File: src/rtl/i2c_codec_receiver.sv
// I2C write-only codec control receiver: START, device address, two data bytes, STOP -> 7-bit register address + 9-bit data.
// Optional 10x9 shadow register file under macro I2C_CODEC_SHADOW_EN. Latency: o_valid one clk after STOP is seen. No backpressure.
module i2c_codec_receiver #(
    parameter logic [6:0] DEV_ADDR    = 7'b0011010,
    parameter int         SYNC_STAGES = 2
) (
    input  logic       i_clk,
    input  logic       i_rst_n,
    input  logic       i_sclk,
    input  logic       i_sdat,
    output logic       o_oen,
    output logic       o_valid,
    output logic [6:0] o_reg_addr,
    output logic [8:0] o_reg_data,
    output logic [7:0] o_frame_cnt,
    output logic       o_err,
    input  logic [3:0] i_rd_addr,
    output logic [8:0] o_rd_data
);

    typedef enum logic [2:0] {IDLE, ADDR, ACK_A, BYTE1, ACK1, BYTE2, ACK2, WAIT_STOP} state_t;

    logic [SYNC_STAGES-1:0] scl_sync, sda_sync;
    logic scl_s, sda_s, scl_d, sda_d;
    logic start_det, stop_det, scl_rise, scl_fall;

    state_t     state, state_n;
    logic [2:0] bit_cnt, bit_cnt_n;
    logic [6:0] shreg, shreg_n;
    logic [7:0] byte1, byte1_n, byte2, byte2_n;
    logic       ack_drive, ack_n;
    logic       err_q, err_n, valid_q, valid_n;
    logic       in_frame;
    logic [7:0] cur_byte;

    assign scl_s = scl_sync[SYNC_STAGES-1];
    assign sda_s = sda_sync[SYNC_STAGES-1];

    always_ff @(posedge i_clk) begin
        if (!i_rst_n) begin
            scl_sync <= '1;
            sda_sync <= '1;
            scl_d    <= 1'b1;
            sda_d    <= 1'b1;
        end else begin
            scl_sync <= {scl_sync[SYNC_STAGES-2:0], i_sclk};
            sda_sync <= {sda_sync[SYNC_STAGES-2:0], i_sdat};
            scl_d    <= scl_s;
            sda_d    <= sda_s;
        end
    end

    assign start_det = scl_s && scl_d && sda_d && !sda_s;
    assign stop_det  = scl_s && scl_d && !sda_d && sda_s;
    assign scl_rise  = scl_s && !scl_d;
    assign scl_fall  = !scl_s && scl_d;

    assign in_frame = (state != IDLE) && (state != WAIT_STOP);
    assign cur_byte = {shreg, sda_s};

    always_comb begin
        state_n   = state;
        bit_cnt_n = bit_cnt;
        shreg_n   = shreg;
        byte1_n   = byte1;
        byte2_n   = byte2;
        ack_n     = ack_drive;
        err_n     = 1'b0;
        valid_n   = 1'b0;
        // STOP wins over START; both abort a frame that has not reached WAIT_STOP
        if (stop_det) begin
            state_n   = IDLE;
            bit_cnt_n = 3'd0;
            ack_n     = 1'b0;
            err_n     = in_frame;
            valid_n   = (state == WAIT_STOP);
        end else if (start_det) begin
            state_n   = ADDR;
            bit_cnt_n = 3'd0;
            ack_n     = 1'b0;
            err_n     = in_frame;
        end else begin
            case (state)
                ADDR, BYTE1, BYTE2: begin
                    if (scl_rise) begin
                        shreg_n   = cur_byte[6:0];
                        bit_cnt_n = bit_cnt + 3'd1;
                        if (bit_cnt == 3'd7) begin
                            if (state == ADDR) begin
                                if (cur_byte == {DEV_ADDR, 1'b0}) begin
                                    state_n = ACK_A;
                                end else begin
                                    state_n = IDLE;
                                    err_n   = 1'b1;
                                end
                            end else if (state == BYTE1) begin
                                byte1_n = cur_byte;
                                state_n = ACK1;
                            end else begin
                                byte2_n = cur_byte;
                                state_n = ACK2;
                            end
                        end
                    end
                end
                ACK_A, ACK1, ACK2: begin
                    // first SCL fall after bit 8 pulls SDA low, the next one releases it
                    if (scl_fall) begin
                        if (!ack_drive) begin
                            ack_n = 1'b1;
                        end else begin
                            ack_n   = 1'b0;
                            state_n = (state == ACK_A) ? BYTE1 :
                                      (state == ACK1)  ? BYTE2 : WAIT_STOP;
                        end
                    end
                end
                default: ;
            endcase
        end
    end

    always_ff @(posedge i_clk) begin
        if (!i_rst_n) begin
            state       <= IDLE;
            bit_cnt     <= 3'd0;
            shreg       <= 7'd0;
            byte1       <= 8'd0;
            byte2       <= 8'd0;
            ack_drive   <= 1'b0;
            err_q       <= 1'b0;
            valid_q     <= 1'b0;
            o_reg_addr  <= 7'd0;
            o_reg_data  <= 9'd0;
            o_frame_cnt <= 8'd0;
        end else begin
            state     <= state_n;
            bit_cnt   <= bit_cnt_n;
            shreg     <= shreg_n;
            byte1     <= byte1_n;
            byte2     <= byte2_n;
            ack_drive <= ack_n;
            err_q     <= err_n;
            valid_q   <= valid_n;
            if (valid_n) begin
                o_reg_addr  <= byte1[7:1];
                o_reg_data  <= {byte1[0], byte2};
                o_frame_cnt <= o_frame_cnt + 8'd1;
            end
        end
    end

    assign o_oen   = ~ack_drive;
    assign o_valid = valid_q;
    assign o_err   = err_q;

`ifdef I2C_CODEC_SHADOW_EN
    logic [8:0] shadow [0:9];

    always_ff @(posedge i_clk) begin
        if (!i_rst_n) begin
            for (int i = 0; i < 10; i++) shadow[i] <= 9'd0;
        end else if (valid_n) begin
            if (byte1[7:1] == 7'h0F) begin
                for (int i = 0; i < 10; i++) shadow[i] <= 9'd0;
            end else if (byte1[7:1] <= 7'd9) begin
                shadow[byte1[4:1]] <= {byte1[0], byte2};
            end
        end
    end

    assign o_rd_data = (i_rd_addr <= 4'd9) ? shadow[i_rd_addr] : 9'd0;
`else
    logic unused_rd;
    assign unused_rd = ^i_rd_addr;
    assign o_rd_data = 9'd0;
`endif

endmodule

File: config.mk
export PLATFORM = sky130hd
export DESIGN_NAME = i2c_codec_receiver
export DESIGN_NICKNAME = d
export VERILOG_FILES = /design/src/rtl/i2c_codec_receiver.sv
export SDC_FILE = /design/constraint.sdc
export NUM_CORES = 1
export LEC_CHECK = 0
export CORE_UTILIZATION = 47
export CTS_CLUSTER_SIZE = 28
export DETAILED_ROUTE_END_ITERATION = 16
export PLACE_DENSITY = 0.75
export SETUP_SLACK_MARGIN = 0.3
export SLEW_MARGIN = 10
export SYNTH_ARGS = -nofsm -noshare
export SYNTH_HDL_FRONTEND = slang
export SYNTH_SLANG_ARGS = --single-unit
File: constraint.sdc
create_clock -name i_clk -period 1.6 [get_ports i_clk]
set_clock_uncertainty 0.1 [all_clocks]
set_input_delay 0.32 -clock i_clk [delete_from_list [all_inputs] [get_ports i_clk]]
set_output_delay 0.32 -clock i_clk [all_outputs]
set_load 0.03 [all_outputs]
# --- Yosys cells after proc, flatten, opt, wreduce, memory -nomap -nowiden ---
# Cells that the tools add are included.
word_totals:
  ff_bits: 62
  input_bits: 8
  out_inout_bits: 36
  elab_cells: 88
classes:
  add_sub_neg: 2
  eq_ne: 18
  muxes: 20
  bitwise_logic: 6
  reduce_logical: 26
op_table:
  columns: ["cell", "count"]
  rows:
  - ["$mux 3", 6]
  - ["$eq 3x3->1 const B", 5]
  - ["$ne 3x3->1 const B", 5]
  - ["$reduce_and 7->1", 2]
  - ["$mux 1", 10]
  - ["$reduce_and 5->1", 2]
  - ["$reduce_or 3->1", 3]
  - ["$add 8x1->8 const B", 1]
  - ["$eq 8x6->1 const B", 1]
  - ["$logic_and 1x1->1", 8]
  - ["$ne 2x2->1 const B", 4]
  - ["$eq 3x2->1 const B", 2]
  - ["$mux 2", 3]
  - ["$not 1->1", 6]
  - ["$pmux 3 s2", 1]
  - ["$reduce_bool 3->1", 2]
  - ["$logic_not 1->1", 4]
  - ["$reduce_and 2->1", 2]
  - ["$reduce_and 4->1", 1]
  - ["$add 3x1->3 const B", 1]
  - ["$eq 3x1->1 const B", 1]
  - ["$reduce_bool 2->1", 1]
  - ["$reduce_or 2->1", 1]

# --- Depth between registers and ports, before layout ---
depth:
  word_depth: 8
  mapped_depth: 8

# --- Worst setup path before layout ---
# Ideal clock, no wire load.
synth_path:
  kind: "register to register"
  start: "reg bit_cnt[0]"
  end: "reg byte1[1]"
  setup_ns: 0.117
  t_arrival_ns: 1.526
  required_time_ns: 1.383
  slack_ns: -0.142
  stages_incl_launch_ff: 9
  n_path_buf: 2
  synth_period_minus_slack_ns: 1.742
  cell_sequence: "dfxtp_1 ha_1 ha_1 nand4b_1 or3_1 buf_2 buf_6 nand3_1 o21ai_1"
synth_between:
  elab_chain_len: 2
synth_lines:
  columns: ["element", "line_no", "rtl"]
  rows:
  - ["from (decl)", "28", "logic [2:0] bit_cnt, bit_cnt_n;"]
  - ["from (signal assigned)", "138", "bit_cnt <= bit_cnt_n;"]
  - ["$eq 3x3->1", "88", "if (bit_cnt == 3'd7) begin"]
  - ["$reduce_and 7->1 (no source line)", null, null]
  - ["to (signal assigned)", "140", "byte1 <= byte1_n;"]
  - ["to (decl)", "30", "logic [7:0] byte1, byte1_n, byte2, byte2_n;"]
# Every way passes these cells.
# A chain may end at the register's enable or synchronous reset.

# --- Worst setup path in the final report ---
layout_path:
  start: "reg bit_cnt[0]"
  end: "reg byte1[5]"
# The elaborated chain is that of the path after synthesis.

==> metrics.txt <==
placed inst area 3068 sq um; fin nets 354; Die Area 5730 sq um; post-route minimum period 1.636 ns; Req. time, crit path 1.73 ns; post-synth top area share between 40% and 50%; Post-CTS Hold Buffers 0; Vias/cell 5.211; clk slew on worst S/H paths ~0.070 ns; FILL cells between 300 and 400; share of layout cells above drive strength 1 48.41%; family with the most delay on the worst path simple AND/OR/NAND/NOR gates; CTS root buf clkbuf_8; Top FF cell, synth dfxtp_1; drc violations 0; core area 5172 sq um; Syn Inst Count about 280; Peak Freq just over 600 MHz; Synthesis Warnings 0; total track usage 24.26%; TritonCTS clock tree built; pwr dens 748.9 nW/um^2; FP Rows 26; gpl congestion 0.7878; first-pass GRT wire length 10010 microns; CP cell instances ha_4, ha_4, nand4b_1, or3_4, buf_8, nand3_2, o21ai_2; GRT busiest layer met2; CP arrival 1.77 ns; via count 2173; leakage 1.723 nW; kind of critical path flip-flop to flip-flop; CP max stage cell or3_4; Finish-stage setup viols 8; Avg Inst Size Synth between 9 and 10 sq um; Worst setup SP type flip-flop; worst path bufs/invs 1; asr flop ratio synth 0%; Antenna Nets Post-Route 0; failing checks setup timing; met1 usage a little under a third; Synth cell types 45; slowest stage delay, CP 0.42 ns; DR pass1 iterations 4; post-synth top area cell dfxtp_1; I/O pins 44; Max-Cap Viols 0; final period utilization 102.2%; Initial Util 49.35%; RSZ-0062 raised after global routing yes; Final Hold Viols 0; die width 75.70 microns; setup_tns -0.2039 ns; synth top area cells dfxtp_1 49%, nand2_1 8.1%, mux2i_1 6.7%, a21boi_0 4.7%, buf_4 3.8%; H-Tree Depth 3; sequential cell area fraction in the yosys report 48.63%; DRT iter0 DRCs 114; post-DP HPWL about 3200 microns; Slew Limit Fails 0; Layout Area Growth over Synthesis 55.88%; EDFF count, synth 0; met3 GRT Util 5.688%; status finished with violations; Final Power 2.980 mW; final setup margin -0.03563 ns; Worst-Skew Late Latency 0.34 ns; Synth Register Bits 62; DRT Wirelength 6565 microns; Routed wire per std cell between 15 and 20 microns; chip height 75.70 microns; pin count of the biggest net entering global routing 53; number of buffers created by CTS 9; vias in the first global route roughly 2000; worst min-delay path class input port to flip-flop; Buffers on Ports 30; CTS Sinks between 60 and 70; met2 Use GR 38.69%; CP most frequent cell ha_4; crit-path max FO 8; Clock Path Buffers 2; gr ovfl total 0; Antenna Cells 0; initial antenna violation count 0; Synth Cell Area 2552 sq um; Worst VDD drop ~0.60 mV; crit end category flip-flop; post-layout instance area 3979 sq um
==> cells in the mapped netlist (2+ instances only) <==
cell,number
dfxtp_1,62
nand2_1,55
mux2i_1,17
a21boi_0,16
buf_4,13
nand3_1,13
and2_1,8
nand2b_1,8
o21ai_1,8
nor2b_1,7
xor2_1,7
nor2_1,6
clkbuf_1,5
buf_2,4
nor4_1,4
ha_1,3
inv_1,3
nor3_1,3
xnor2_1,3
a211oi_1,2
a21oi_1,2
buf_1,2
nand3b_1,2
o21ai_0,2
==> through the flow <==
step / setup slack (ns) / instances / hold WS, ns / utilization, %
after floorplan: -0.08490 / 284 / 0.2863 / -
after global placement: -0.01723 / 372 / 0.2892 / 59.31
after detailed placement: -0.04852 / 372 / 0.2954 / 59.31
after CTS: -0.02573 / 414 / 0.2001 / 72.57
after global routing: -0.08450 / 417 / 0.2268 / 76.92
final: -0.03563 / 417 / 0.2240 / 76.92
==> final cells by class <==
type	instances	area (sq um)	area share, %
flip-flops and latches	62	1289	32.39
clock inverters	4	48.80	1.226
inverters	3	11.26	0.2830
well taps	70	87.58	2.201
repair buffers	72	815.8	20.50
multi-input cells	195	1595	40.09
clock buffers	11	131.4	3.302
==> worst register-to-register path: cells and delay by family (launching register included) <==
| family | cells | cell delay, ns |
|---|---|---|
| DFF | 1 | 0.35 |
| and+or+nand+nor | 3 | 0.60 |
| AOI/OAI and AO/OA | 1 | 0.06 |
| buffers and inverters | 1 | 0.17 |
| adders and majority gates | 2 | 0.26 |
==> sequential cells by signal, summed over array words and instances, names as in the netlist <==
name / cells
ack_drive: 1
bit_cnt: 3
byte1: 8
byte2: 8
o_err: 1
o_frame_cnt: 8
o_reg_addr: 7
o_reg_data: 9
o_valid: 1
scl_d: 1
scl_sync: 2
sda_d: 1
sda_sync: 2
shreg: 7
state: 3
==> where the power goes <==
| group | switching (mW) | internal [mW] |
|---|---|---|
| Clock | 0.595 | 0.710 |
| Combinational | 0.0778 | 0.0515 |
| Sequential | 0.00863 | 1.54 |
| Total | 0.681 | 2.30 |
==> cells by family (layout without fill, tap and decap cells) <==
| family | count (synthesis) | in the layout | synth area share, % |
|---|---|---|---|
| xor+xnor | 10 | 10 | 3.432 |
| simple gates | 118 | 119 | 23.28 |
| fa+ha+maj | 3 | 3 | 1.471 |
| mux | 17 | 17 | 6.667 |
| other cells | 1 | 9 | 0.1469 |
| buf+inv | 28 | 90 | 6.520 |
| flops | 62 | 62 | 48.63 |
| compound gates | 37 | 37 | 9.854 |
==> metal layers <==
metal	wire (microns)	vias to the layer above
li1	-	1054
met1	2910	1048
met2	3309	56
met3	192	15
met4	153	0
met5	0	-
==> worst paths after layout <==
| kind | from | to | slack (ns) | cells after the start |
|---|---|---|---|---|
| max | bit_cnt[0] | byte1[5] | -0.04 | 7 |
| min | i_rst_n | sda_sync[0] | 0.22 | 2 |
| max reg2reg | bit_cnt[0] | byte1[5] | -0.04 | 7 |
| min reg2reg | sda_sync[0] | sda_sync[1] | 0.31 | 1 |
==> cells in the final DEF, fill, tap and decap left out, types with 8 or more instances in the layout <==
master,count
dfxtp_1,42
nand2_1,35
buf_4,27
buf_6,25
mux2i_1,16
nand2_2,13
dfxtp_2,11
a21boi_2,9
conb_1,9
clkbuf_8,9
dfxtp_4,9
a21boi_1,8
and2_1,8
nand3_2,8
buf_12,8
==> timing repair <==
| action | CTS | global route |
|---|---|---|
| resized for setup | 227 | 67 |
| buffers inserted | 21 | 3 |
| pin swaps | 50 | 5 |
| gates cloned | 6 | 0 |
| endpoints found under the setup margin | 83 | 77 |
Power figures use the tool's default switching activity.
